<file path="src/rtl/uart_msg_pkg.sv">
// Shared definitions for the button-triggered UART message source:
// message ROM, its length/index width and the sequencer FSM states.
package uart_msg_pkg;

  localparam int unsigned MSG_LEN = 13;
  localparam int unsigned IDX_W   = $clog2(MSG_LEN);

  typedef logic [IDX_W-1:0] idx_t;

  localparam idx_t LAST_IDX = idx_t'(MSG_LEN - 1);

  // "Hello UART!\r\n"
  localparam logic [7:0] MSG_ROM [MSG_LEN] = '{
    8'h48, 8'h65, 8'h6C, 8'h6C, 8'h6F, 8'h20, 8'h55,
    8'h41, 8'h52, 8'h54, 8'h21, 8'h0D, 8'h0A
  };

  typedef enum logic [1:0] {
    IDLE,
    SEND,
    DONE
  } state_t;

endpackage

</file>
<file path="src/rtl/btn_debounce.sv">
// Push-button conditioning: 2-flop synchronizer, stable-level debounce
// counter and a single-cycle pulse on each debounced press (1->0).
module btn_debounce #(
  parameter int unsigned CYCLES = 270000
) (
  input  logic clk,
  input  logic reset_n,
  input  logic btn_n,
  output logic pressed_pulse
);

  localparam int unsigned CNT_W = (CYCLES > 2) ? $clog2(CYCLES) : 1;
  localparam logic [CNT_W-1:0] CNT_MAX = CNT_W'(CYCLES - 1);

  logic             sync1;
  logic             btn_s;
  logic             btn_db;
  logic             btn_db_q;
  logic [CNT_W-1:0] cnt;

  // Bring the raw button into the clock domain (idle level is high).
  always_ff @(posedge clk or negedge reset_n) begin
    if (!reset_n) begin
      sync1 <= 1'b1;
      btn_s <= 1'b1;
    end else begin
      sync1 <= btn_n;
      btn_s <= sync1;
    end
  end

  // Accept a new level only after it has differed for CYCLES consecutive cycles.
  always_ff @(posedge clk or negedge reset_n) begin
    if (!reset_n) begin
      btn_db <= 1'b1;
      cnt    <= '0;
    end else if (btn_s == btn_db) begin
      cnt <= '0;
    end else if (cnt == CNT_MAX) begin
      btn_db <= btn_s;
      cnt    <= '0;
    end else begin
      cnt <= cnt + CNT_W'(1);
    end
  end

  // Delayed copy of the debounced level for falling-edge detection.
  always_ff @(posedge clk or negedge reset_n) begin
    if (!reset_n) btn_db_q <= 1'b1;
    else          btn_db_q <= btn_db;
  end

  assign pressed_pulse = btn_db_q & ~btn_db;

endmodule

</file>
<file path="src/rtl/uart_msg_sequencer.sv">
// Streams a fixed ASCII message to the UART serializer over valid/ready
// each time the debounced button is pressed; counts completed messages.
module uart_msg_sequencer
  import uart_msg_pkg::*;
#(
  parameter int unsigned CLK_HZ      = 27_000_000,
  parameter int unsigned DEBOUNCE_MS = 10
) (
  input  logic       clk,
  input  logic       reset_n,
  input  logic       btn_n,
  output logic [7:0] tx_data,
  output logic       tx_valid,
  input  logic       tx_ready,
  output logic       busy,
  output logic [7:0] msg_count
);

  localparam int unsigned DEBOUNCE_CYCLES = CLK_HZ / 1000 * DEBOUNCE_MS;

  state_t     state, state_next;
  idx_t       idx, idx_next;
  logic [7:0] count_next;
  logic       press;

  btn_debounce #(
    .CYCLES(DEBOUNCE_CYCLES)
  ) u_btn_debounce (
    .clk          (clk),
    .reset_n      (reset_n),
    .btn_n        (btn_n),
    .pressed_pulse(press)
  );

  // Sequencer state, byte index and completed-message counter.
  always_ff @(posedge clk or negedge reset_n) begin
    if (!reset_n) begin
      state     <= IDLE;
      idx       <= '0;
      msg_count <= '0;
    end else begin
      state     <= state_next;
      idx       <= idx_next;
      msg_count <= count_next;
    end
  end

  // Next state and handshake outputs; outputs are decoded from registered
  // state only, so they stay stable while the serializer stalls.
  always_comb begin
    state_next = state;
    idx_next   = idx;
    count_next = msg_count;
    tx_valid   = 1'b0;
    tx_data    = '0;
    unique case (state)
      IDLE: begin
        if (press) begin
          state_next = SEND;
          idx_next   = '0;
        end
      end
      SEND: begin
        tx_valid = 1'b1;
        tx_data  = MSG_ROM[idx];
        if (tx_ready) begin
          if (idx == LAST_IDX) state_next = DONE;
          else                 idx_next   = idx + idx_t'(1);
        end
      end
      DONE: begin
        count_next = msg_count + 8'd1;
        state_next = IDLE;
      end
      default: state_next = IDLE;
    endcase
  end

  assign busy = (state != IDLE);

endmodule
</file>
<file path="config.mk">
export PLATFORM = sky130hd
export DESIGN_NAME = uart_msg_sequencer
export DESIGN_NICKNAME = d
export VERILOG_FILES = /design/src/rtl/uart_msg_pkg.sv /design/src/rtl/btn_debounce.sv /design/src/rtl/uart_msg_sequencer.sv
export SDC_FILE = /design/constraint.sdc
export NUM_CORES = 1
export LEC_CHECK = 0
export BUFFER_PORTS_ARGS = -buffer_cell sky130_fd_sc_hd__buf_2
export CORE_AREA = 2 2 65 67
export CTS_CLUSTER_SIZE = 14
export DETAILED_ROUTE_END_ITERATION = 7
export DIE_AREA = 0 0 67 69
export GPL_ROUTABILITY_DRIVEN = 0
export PLACE_DENSITY_LB_ADDON = 0.08
export SKIP_CTS_REPAIR_TIMING = 1
export SLEW_MARGIN = 20
export SYNTH_ARGS = -nofsm -noshare
export SYNTH_HDL_FRONTEND = slang
export SYNTH_HIERARCHICAL = 1
export SYNTH_SLANG_ARGS = --single-unit
export TNS_END_PERCENT = 1
</file>
<file path="constraint.sdc">
create_clock -name clk -period 3.69 [get_ports clk]
set_input_delay 0.1845 -clock clk [delete_from_list [all_inputs] [get_ports clk]]
set_output_delay 0.1845 -clock clk [all_outputs]
set_load 0.02 [all_outputs]
</file>
# Word level (Yosys, flattened, before mapping)
# Memories as Yosys holds them, arrays and structs flattened.
# Index checks and enable logic that the tools add are counted.
[op_classes]
add_sub_neg = 3
mul = 0
n_div = 0
magnitude_cmp = 1
eq_ne = 9
shift = 0
n_mux = 14
bitwise_logic = 4
n_reduce_logical = 6
[op_table]
columns = ["operator", "n"]
rows = [
  ["19-bit two-way mux", 2],
  ["8-bit two-way mux", 3],
  ["19-bit by 1-bit adder with 19-bit output, second input constant", 1],
  ["19-bit == test, second input constant", 1],
  ["4-bit two-way mux", 3],
  ["8-bit by 1-bit adder with 8-bit output, second input constant", 1],
  ["2-bit != test, second input constant", 4],
  ["4-bit one-hot mux with 2 select lines", 1],
  ["2-bit two-way mux", 3],
  ["5-bit greater-or-equal comparator, second input constant", 1],
  ["4-bit NOT with 5-bit output", 1],
  ["4-bit by 1-bit adder with 4-bit output, second input constant", 1],
  ["4-bit == test, second input constant", 1],
  ["2-bit one-hot mux with 2 select lines", 1],
  ["4-bit AND reduction", 1],
  ["2-bit nonzero test", 2],
  ["3-bit AND reduction", 1],
  ["2-bit by 1-bit == test with 1-bit output, second input constant", 1],
  ["2-bit == test, second input constant", 1],
  ["2-bit logical NOT", 1],
  ["1-bit NOT", 2],
  ["2-bit AND reduction", 1],
  ["1-bit bitwise AND", 1],
  ["1-bit == test", 1],
  ["1-bit two-way mux", 1],
]
[totals]
reg_bits = 37
latchBits = 0
ram_bits = 0
mem_bits_ro = 128
input_bits = 4
output_inout_bits = 18
word_cells = 46
memories = 1
[mem_list]
columns = ["memory", "words", "word_bits", "read_ports", "rd_ports_with_merged_regs", "wr", "line_no", "text"]
rows = [
  ["(name not given)", 16, 8, 1, 0, 0, "uart_msg_sequencer.sv:65", "tx_data = MSG_ROM[idx];"],
]

# Longest topological paths before layout
[depth]
word_depth = 5
depth_mapped = 7
depth_no_buf = 5

# Hierarchy
# Netlist, hierarchy kept.
[modules_own_cells]
columns = ["mod", "n_inst", "cells_each", "area_per_inst_um2", "seq_area_each_um2"]
rows = [
  ["btn_debounce", 1, 102, 1107.3, 580.6],
  ["uart_msg_sequencer", 1, 100, 998.5, 350.3],
]

# Worst setup path before layout
# Ideal clock, no wire load.
[synth_timing]
path_kind = "reg-to-reg"
startpoint = "register u_btn_debounce.cnt[0]"
endpoint = "register u_btn_debounce.cnt[13]"
setup_time_ns = 0.118
arrival_time_ns = 1.653
required_ns = 3.572
setup_slack_ns = 1.919
path_stages_with_launch = 8
path_buffers = 2
period_less_slack_ns = 1.771
cell_sequence = "dfrtp_1 ha_1 and4_1 buf_6 nand4_2 o41ai_4 buf_6 nor2_1"
[synth_between]
elab_chain_cells = 3
word_cells_on_any_way = 4
cone_classes = "1 x add/sub; 1 x eq/ne; 2 x mux"
[synth_lines]
columns = ["item", "line_no", "text"]
rows = [
  ["start, declared", "btn_debounce.sv:19", "logic [CNT_W-1:0] cnt;"],
  ["start signal, assigned", "btn_debounce.sv:43", "cnt <= cnt + CNT_W'(1);"],
  ["19-bit by 1-bit adder with 19-bit output or 19-bit == test (tied branches)", "btn_debounce.sv:43, btn_debounce.sv:39", ""],
  ["19-bit two-way mux (*)", "btn_debounce.sv:39", "end else if (cnt == CNT_MAX) begin"],
  ["19-bit two-way mux (*)", "btn_debounce.sv:37", "end else if (btn_s == btn_db) begin"],
]
# Mark *: on every way between the ends. The rest lies on a longest branch, timed or not.
# A chain may end at the register's enable or synchronous reset.

# Worst setup path in the final report
[layout_timing]
startpoint = "register u_btn_debounce.cnt[0]"
endpoint = "register u_btn_debounce.cnt[14]"
# Same word-level chain as after synthesis.

==> results.yml <==
detailed_routing:
  drc: 0
  first_pass_iters: 4
  vias_per_cell: 5.65
  drt_wl_total_um: 4060
  drt_iter0_markers: 72
  vias: 1525
  final_antenna_net_count: 0
  wl_per_cell_um: 15.0
global_route:
  gr-usage-met3_pct: 3.92
  grtUsageMet2_pct: 29.4
  grt.total_usage_pct: 19.3
  antenna_found_initial: 0
  grt_pass1_vias: 1473
  grt_pass1_wl_um: 6870
  overflow: 0
  busiest_layer: "met2"
  met1_usage_pct: 26.3
  grt_max_degree: 38
sta:
  final_max_slew_viol_count: 0
  max_freq_mhz: 442
  tns_ps: 0
  hold_viol: 33
  setup-violations-final: 0
  rsz0062_at_grt: "no"
  min_period_ps: 2260
  skew_ps: 10.1
  relSlewSlack_pct: 32.8
  holdWs_ps: -26.7
  tightestPinTransition_ps: 1000
  fin_crit_sh_pct: 61.3
finish:
  drive_above_1_share_pct: 21.8
  final_util_pct: 57.7
  final-instance-count-excl-fill: 270
  final_cell_mix: "dfrtp_1 (33), nor2_1 (23), buf_2 (20)"
  nNetsFinal: 232
  layout_commonest_cell: "dfrtp_1"
  syn_to_final_growth_pct: 7.25
  fin_area_um2: 2260
  n_antenna_cell: 0
logic_synthesis:
  ys_warn_count: 6
  syn_area_um2: 2110
  synth-seq-cells: 37
  syn_inst: 202
  yosysSeqAreaShare_pct: 44.2
  yosys.cell_types.count: 47
  async_flop_share_pct: 100
  synth-edff-count: 0
  syn-mean-instance-area_um2: 10.4
  synthesis.nets: 215
  synth_flop_cell: "dfrtp_1"
power_and_ir_drop:
  netSwitchingPower_uw: 502
  p_int_uw: 749
  swShare_pct: 40.1
  leakage_uw: 0.00105
  seqPwrFrac_pct: 42.0
  power_frac_clock_pct: 22.0
  pwr-share-comb_pct: 36.1
  power.density_nw_per_um2: 554
  ir_drop_mv: 0.412
floorplanning:
  dieArea_um2: 4620
  num_io_pins: 22
  die_x_um: 67
  placementRows: 23
  dieHeight_um: 69
  fp.coreArea_um2: 3910
  start_util_pct: 53.8
setup_path:
  slowest_stage: "o41ai_4"
  crit_fanout: 19
  critical_path_class: "register to register"
  start_kind: "register"
  cpPeakStageDelay_ps: 830
  path_cells: "ha_1 > and4_1 > nand4_2 > o41ai_4 > nor2_1"
  cp-end-kind: "register"
  crit_arrival_ps: 2400
  required_ps: 3830
cts:
  cts_tree: "built"
  cts_max_path_buffers: 2
  cts_sinks: 37
  cts-root-buf: "clkbuf_8"
  clkTransAtPathRegs_ps: 80
  clock_latency_ps: 290
  cts-buffers-inserted: 5
  h-tree-depth: 2
place:
  dp_hpwl_um: 2780
  place_inst: 261
  io_buffers: 20
  dpl_cell_area_um2: 2170
outcome:
  violations: "hold timing"
  status: "finished with violations"
hold_path:
  hold_class: "primary input to asynchronous set/reset pin"
job:
  maxCapViolCount: 0
[logic make-up after synthesis]
kind of cell             count (synthesis)  share of synthesized area, %
multiplexers                             6                          3.86
buffers and inverters                   19                          6.24
AO/OA/AOI/OAI                           25                          8.79
AND/OR/NAND/NOR                         83                          22.2
XOR/XNOR                                22                          9.15
other                                    1                         0.178
adder cells (fa/ha/maj)                  9                          5.35
flip-flops                              37                          44.2
[power by group through the flow]
stage | Combinational [µW] | Clock [µW] | Sequential [µW]
6_report | 451 | 275 | 526
5_1_grt | 501 | 304 | 535
4_1_cts | 454 | 284 | 524
3_5_place_dp | 451 | 0 | 532
3_3_place_gp | 429 | 0 | 523
2_1_floorplan | 403 | 0 | 472
[metrics by stage]
step	setup WS [ps]	power (µW)
floorplan	1920	875
global placement	1560	952
detailed placement	1410	983
CTS	1420	1260
global route	1230	1340
finish	1430	1250
[layer usage]
layer | up-vias | routed length (µm) | part of all wire [%]
met4 | 0 | 51 | 1.3
met3 | 9 | 207 | 5.1
met5 | - | 0 | 0
li1 | 737 | - | -
met2 | 38 | 1980 | 49
met1 | 741 | 1810 | 45
[registers in the layout (all words and copies together) (netlist names)]
signal,cells
idx,4
msg_count,8
state,2
u_btn_debounce/btn_db,1
u_btn_debounce/btn_db_q,1
u_btn_debounce/btn_s,1
u_btn_debounce/cnt,19
u_btn_debounce/sync1,1
[cell type report]
cell class              instances  area (µm²)
well taps                      50        62.6
multi-input cells             146        1040
repair buffers                 21         110
fillers                       361        1660
flip-flops and latches         37         931
inverters                       8        30.0
clock buffers                   7        76.3
clock inverters                 1        5.00
[path summary, 6_finish.rpt]
kind,startpoint,to,slack (ps),depth (start not counted)
max,u_btn_debounce/cnt[0],u_btn_debounce/cnt[14],1430,5
min in group clk,tx_ready,state[0],190,2
min,reset_n,u_btn_debounce/cnt[16],-30,1
min reg2reg,u_btn_debounce/sync1,u_btn_debounce/btn_s,360,0
max in group asynchronous,reset_n,u_btn_debounce/cnt[8],3200,1
max reg2reg,u_btn_debounce/cnt[0],u_btn_debounce/cnt[14],1430,5
[Yosys cell counts (2+ instances only)]
cell / number / area [µm²]
a21oi_1: 8 / 40.0
and2b_1: 2 / 15.0
and3_1: 5 / 31.3
and4_1: 3 / 26.3
buf_2: 2 / 10.0
buf_6: 7 / 78.8
dfrtp_1: 33 / 826
dfstp_2: 4 / 105
ha_1: 9 / 113
inv_1: 6 / 22.5
inv_2: 2 / 7.51
mux2_2: 3 / 33.8
nand2_1: 9 / 33.8
nand3_1: 11 / 55.1
nand4_1: 10 / 62.6
nor2_1: 23 / 86.3
nor2b_1: 2 / 12.5
nor4_1: 2 / 12.5
o21ai_0: 9 / 45.0
or3_1: 5 / 31.3
xnor2_1: 6 / 52.6
xor2_1: 16 / 140
[worst max-delay path, delay by kind of cell (launching register included)]
family | cells | cell delay, ps
AOI/OAI and AO/OA | 1 | 830
and+or+nand+nor | 3 | 670
DFF | 1 | 390
adders and majority gates | 1 | 220
(Power assumes the default switching activity.)
